--- src/rtl/ca_pkg.sv ---
// ca_pkg: shared geometry, seed row and FSM encoding for the cellular-automaton frame generator.
package ca_pkg;
    localparam int WORD_W        = 20;
    localparam int WORDS_PER_ROW = 64;
    localparam int ROWS          = 1024;
    localparam int SEED_WORD_IDX = 32;
    localparam logic [19:0] SEED_WORD = 20'h00001;
    typedef enum logic {IDLE, GEN} state_t;
endpackage

--- src/rtl/ca_word_next.sv ---
// ca_word_next: applies an elementary CA rule to one word of cells, given the
// outer neighbour bits; bit 0 is the leftmost cell.
module ca_word_next #(
    parameter int WORD_W = ca_pkg::WORD_W
) (
    input  logic [7:0]        rule,
    input  logic [WORD_W-1:0] old_word,
    input  logic              left_bit,
    input  logic              right_bit,
    output logic [WORD_W-1:0] next_word
);
    import ca_pkg::*;
    logic [WORD_W+1:0] w_ext;
    assign w_ext = {right_bit, old_word, left_bit};
    always_comb begin
        next_word = '0;
        for (int i = 0; i < WORD_W; i++)
            next_word[i] = rule[{w_ext[i], w_ext[i+1], w_ext[i+2]}];
    end
endmodule

--- src/rtl/ca_frame_generator.sv ---
// ca_frame_generator: evolves a wrapping 1-D cellular automaton row by row and
// streams each frame into frame memory port A, one word per cycle.
module ca_frame_generator #(
    parameter int WORD_W        = ca_pkg::WORD_W,
    parameter int WORDS_PER_ROW = ca_pkg::WORDS_PER_ROW,
    parameter int ROWS          = ca_pkg::ROWS,
    parameter int ADDR_W        = 16
) (
    input  logic              clk108,
    input  logic              reset_n,
    input  logic              ready_sig,
    input  logic [7:0]        rule,
    input  logic              restart,
    output logic [ADDR_W-1:0] address_a,
    output logic [WORD_W-1:0] data_a,
    output logic              wren_a,
    output logic              busy,
    output logic              overrun
);
    import ca_pkg::*;
    localparam int WB = $clog2(WORDS_PER_ROW);
    localparam int RB = $clog2(ROWS);
    state_t r_state, w_next;
    logic [WORD_W-1:0] r_buf [WORDS_PER_ROW];
    logic [WB-1:0]     r_word;
    logic [RB-1:0]     r_row;
    logic [7:0]        r_rule;
    logic              r_ready_q, r_boot, r_first, r_pend, r_prev_msb, r_w0_lsb;
    logic              w_rise, w_start, w_row_end, w_last, w_left, w_right;
    logic [WORD_W-1:0] w_old, w_calc, w_data;
    logic [ADDR_W-1:0] w_addr;

    assign w_rise    = ready_sig & ~r_ready_q;
    assign w_start   = (r_state == IDLE) && (r_boot || w_rise);
    assign w_row_end = r_word == WB'(WORDS_PER_ROW - 1);
    assign w_last    = w_row_end && (r_row == RB'(ROWS - 1));
    assign w_old     = r_buf[r_word];
    // Word 0 reads the not-yet-updated last word; the last word reads the saved old bit 0 of word 0.
    assign w_left    = (r_word == '0) ? r_buf[WORDS_PER_ROW-1][WORD_W-1] : r_prev_msb;
    assign w_right   = w_row_end ? r_w0_lsb : r_buf[r_word + 1'b1][0];
    assign w_data    = (r_first && r_row == '0) ? w_old : w_calc;
    assign w_addr    = ADDR_W'(r_row) * ADDR_W'(WORDS_PER_ROW) + ADDR_W'(r_word);

    ca_word_next #(.WORD_W(WORD_W)) u_next (
        .rule(r_rule), .old_word(w_old), .left_bit(w_left), .right_bit(w_right), .next_word(w_calc)
    );

    always_ff @(posedge clk108 or negedge reset_n) begin
        if (!reset_n) r_state <= IDLE;
        else          r_state <= w_next;
    end

    always_comb begin
        w_next = (r_state == IDLE) ? (w_start ? GEN : IDLE) : (w_last ? IDLE : GEN);
    end

    always_ff @(posedge clk108 or negedge reset_n) begin
        if (!reset_n) begin
            for (int j = 0; j < WORDS_PER_ROW; j++)
                r_buf[j] <= (j == SEED_WORD_IDX) ? WORD_W'(SEED_WORD) : '0;
            r_word     <= '0;
            r_row      <= '0;
            r_rule     <= '0;
            r_ready_q  <= 1'b0;
            r_boot     <= 1'b1;
            r_first    <= 1'b1;
            r_pend     <= 1'b0;
            r_prev_msb <= 1'b0;
            r_w0_lsb   <= 1'b0;
            address_a  <= '0;
            data_a     <= '0;
            wren_a     <= 1'b0;
            busy       <= 1'b0;
            overrun    <= 1'b0;
        end else begin
            r_ready_q <= ready_sig;
            r_boot    <= 1'b0;
            busy      <= (w_next == GEN) || (r_state == GEN);
            wren_a    <= (r_state == GEN);
            address_a <= (r_state == GEN) ? w_addr : '0;
            data_a    <= (r_state == GEN) ? w_data : '0;
            if (restart) r_pend <= 1'b1;
            if (r_state == GEN && w_rise) overrun <= 1'b1;
            // A restart is held until the next frame starts so the frame in flight is untouched.
            if (w_start) begin
                r_rule <= rule;
                r_word <= '0;
                r_row  <= '0;
                if (r_pend || restart) begin
                    for (int j = 0; j < WORDS_PER_ROW; j++)
                        r_buf[j] <= (j == SEED_WORD_IDX) ? WORD_W'(SEED_WORD) : '0;
                    r_first <= 1'b1;
                    r_pend  <= 1'b0;
                end
            end
            if (r_state == GEN) begin
                r_buf[r_word] <= w_data;
                r_prev_msb    <= w_old[WORD_W-1];
                if (r_word == '0) r_w0_lsb <= w_old[0];
                r_word <= w_row_end ? '0 : r_word + 1'b1;
                if (w_row_end) r_row <= r_row + 1'b1;
                if (w_last) r_first <= 1'b0;
            end
        end
    end
endmodule

--- config.mk ---
export PLATFORM = sky130hd
export DESIGN_NAME = ca_frame_generator
export DESIGN_NICKNAME = d
export VERILOG_FILES = /design/src/rtl/ca_pkg.sv /design/src/rtl/ca_word_next.sv /design/src/rtl/ca_frame_generator.sv
export SDC_FILE = /design/constraint.sdc
export NUM_CORES = 2
export LEC_CHECK = 0
export CORE_ASPECT_RATIO = 0.7
export CORE_MARGIN = 5
export CORE_UTILIZATION = 40
export DETAILED_ROUTE_END_ITERATION = 16
export SKIP_LAST_GASP = 1
export SYNTH_ARGS = -nofsm -noshare
export SYNTH_HDL_FRONTEND = slang
export SYNTH_SLANG_ARGS = --single-unit
--- constraint.sdc ---
create_clock -name clk108 -period 7.7 [get_ports clk108]
set_input_delay 1.54 -clock clk108 [delete_from_list [all_inputs] [get_ports clk108]]
set_output_delay 1.54 -clock clk108 [all_outputs]
set_load 0.03 [all_outputs]
==> reports/results.ini <==
[run_status]
status = complete, no violations

[clock_network]
cts_inserted_buffers = 135
postCtsSetupBuffers = 0
cts_buffer_depth = 3
htree_levels = 4
clk_pin_slew_ps = 60
postCtsHoldBufs = 0
cts_sinks = 1350
ctsResizeCount = 0
cts_tree = done
cts-root-buf = clkbuf_16
insertion_delay_ps = 790

[grt]
grt_overflow_total = 0
grt_max_degree = 180
grt_usage_pct = 27.5
grt_pass1_wl_um = 354000
antenna_found_initial = 9
grt_pass1_vias = 49900

[sta]
period_needed_ps = 6070
clock_skew_ps = 29.1
clock.fmax_ghz = 0.165
hold_viol = 0
rsz0062_at_grt = no
period_share_pct = 78.9
slew_viol_final = 0
setup_viol_count_final = 0
tightestPinTransition_ps = 1380
setup_tns_ps = 0
slew_headroom_pct = 7.97

[synthesis]
ys_seq_area_share_pct = 51.8
synth_top_cell_by_area = dfrtp_1
synth-edff-count = 0
netlist_instances = 6415
ys_warn_count = 0
synth_area_leaders = dfrtp_1 (52%), nand3_1 (10%), o21ai_0 (7.8%), mux4_2 (4.4%), mux2i_1 (3.5%)
synth_area_um2 = 65200
synth_fp_nets = 6431
ys.flop_type = dfrtp_1
async_reset_ff_share_pct = 100
syn_avg_cell_area_um2 = 10.2
synth_seq_cells = 1350
synth_top_cell_area_share_pct = 51.7
synthDistinctLibCells = 105

[detailed_routing]
wl_um = 241000
route.detailed.drc = 0
drt-initial-drc-count = 7650
avgRoutedWirePerCell_um = 29.1
final_antenna_net_count = 0
via_per_inst = 6.47
num_vias = 53500
drt_pass1_iterations = 6

[critical_path]
cp_slowest_stage_delay_ps = 820
endpoint_kind = register
slowest_stage = nor4b_4
cp_data_arrival_time_ps = 6700
reg2reg_depth = 11
crit_required_ps = 8330
crit_type = reg -> reg
crit_buf_inv = 3
crit_chain = buf_4 > buf_4 > mux2i_1 > o22ai_1 > a21oi_1 > o22ai_1 > nor4b_4 > mux2i_1 > o21ai_4 > buf_4 > o21ai_0
cp.depth = 11
cp-start-kind = register
worstPathMaxFanout = 41
crit_path_frequent_cell = buf_4
crit_family = compound AO/OA/AOI/OAI gates

[floorplan]
floorplan.initialDensity_pct = 40.1
core-area_um2 = 163000
rows = 124
dieHeight_um = 348
pin_count = 51
dieWidth_um = 493
dieArea_um2 = 171000

[finish]
drive_above_1_share_pct = 13.2
syn_to_final_growth_pct = 9.56
nets = 6034

[placement]
io_buffers = 50
place.gp.congestion = 0.973
dp.final_hpwl_um = 144000

[flow_run]
max-cap-violations = 0

[hold_path]
min_path_type = reg -> reg
hold_depth = 1

## flip-flops by register name (all words and copies together), names as in the netlist, 6 cells and up
signal / flops
data_a: 20
r_rule: 8
r_word: 6
r_buf: 1280
r_row: 10
address_a: 16
## kinds of logic after synthesis
| group | Yosys count | share of synthesized area [%] |
|---|---|---|
| compound gates | 1893 | 17.9 |
| xor+xnor | 7 | 0.123 |
| fa+ha+maj | 4 | 0.0768 |
| buf+inv | 816 | 5.96 |
| flops | 1350 | 51.8 |
| mux | 448 | 9.48 |
| other cells | 1 | 0.00575 |
| simple gates | 1896 | 14.7 |
## area by class of cell
cell class,count,area (um^2)
Fill cell,15300,91200
Sequential cell,1350,33800
Multi-Input combinational cell,4249,27800
Clock buffer,199,4040
Tap cell,2142,2680
Timing Repair Buffer,261,2460
Clock inverter,41,499
Inverter,21,82.6
Antenna cell,9,22.5
## metal layers
| layer | share of wire, % | wire [um] | vias up | GRT usage (%) |
|---|---|---|---|---|
| li1 | - | - | 23000 | - |
| met1 | 43 | 105000 | 27200 | 40.5 |
| met2 | 41 | 98300 | 2791 | 37.5 |
| met3 | 12 | 28900 | 495 | 8.87 |
| met4 | 3.8 | 9080 | 4 | 10.1 |
| met5 | 0.0083 | 20 | - | 0 |
## final timing paths
| path | start | to | slack [ps] |
|---|---|---|---|
| min in group asynchronous | reset_n | data_a[10] | 760 |
| max reg2reg | r_word[2] | r_buf[387] | 1630 |
| max | r_word[2] | r_buf[387] | 1630 |
| min | overrun | overrun | 460 |
| min reg2reg | overrun | overrun | 460 |
| max in group asynchronous | reset_n | r_buf[827] | 5120 |
## metrics by stage
| stage | worst slack (ps) | hold slack, ps | utilization, % | cell area [um^2] | instances |
|---|---|---|---|---|---|
| floorplan | 3330 | 399 | - | 65200 | 6415 |
| global placement | 1940 | 441 | 41.1 | 66900 | 8023 |
| detailed placement | 2000 | 453 | 41.1 | 66900 | 8023 |
| CTS | 1950 | 467 | 43.9 | 71400 | 8263 |
| global route | 1640 | 481 | 43.9 | 71400 | 8263 |
| finish | 1630 | 460 | 43.9 | 71400 | 8272 |
## cell usage after synthesis, drive strengths merged (14+ instances only)
cell type	count
buf	258
and2	17
a221oi	101
o22ai	56
mux2	91
a211oi	16
o311ai	64
clkbuf	537
nor3	19
dfrtp	1347
o21ai	1277
a31oi	14
o221ai	15
nor3b	16
nand2b	25
a221o	39
inv	17
mux4	126
a22oi	92
o22a	17
nand2	177
o211ai	15
a21oi	80
and3	20
nand3	1327
nand4	73
nor2	154
mux2i	231
## cells in the final DEF (no fill, tap or decap), types with 25 or more instances in the layout
| master | Yosys | layout |
|---|---|---|
| a21oi_1 | 80 | 80 |
| a221o_1 | 39 | 39 |
| a221oi_1 | 99 | 99 |
| a22oi_1 | 92 | 92 |
| buf_12 | 0 | 29 |
| buf_4 | 71 | 182 |
| clkbuf_1 | 510 | 31 |
| clkbuf_16 | 0 | 143 |
| clkbuf_8 | 0 | 25 |
| clkdlybuf4s50_1 | 0 | 49 |
| dfrtp_1 | 1347 | 1344 |
| mux2_2 | 85 | 85 |
| mux2i_1 | 231 | 230 |
| mux4_2 | 126 | 126 |
| nand2_1 | 175 | 175 |
| nand2b_1 | 25 | 25 |
| nand3_1 | 1326 | 1325 |
| nand4_1 | 71 | 71 |
| nor2_1 | 152 | 150 |
| o21ai_0 | 1014 | 1013 |
| o21ai_1 | 174 | 173 |
| o21ai_2 | 89 | 89 |
| o22ai_1 | 56 | 55 |
| o311ai_1 | 62 | 61 |
Power is left out: the tool's default activity adds up to more than one toggle a clock period on the data nets, which glitch-free logic cannot reach.
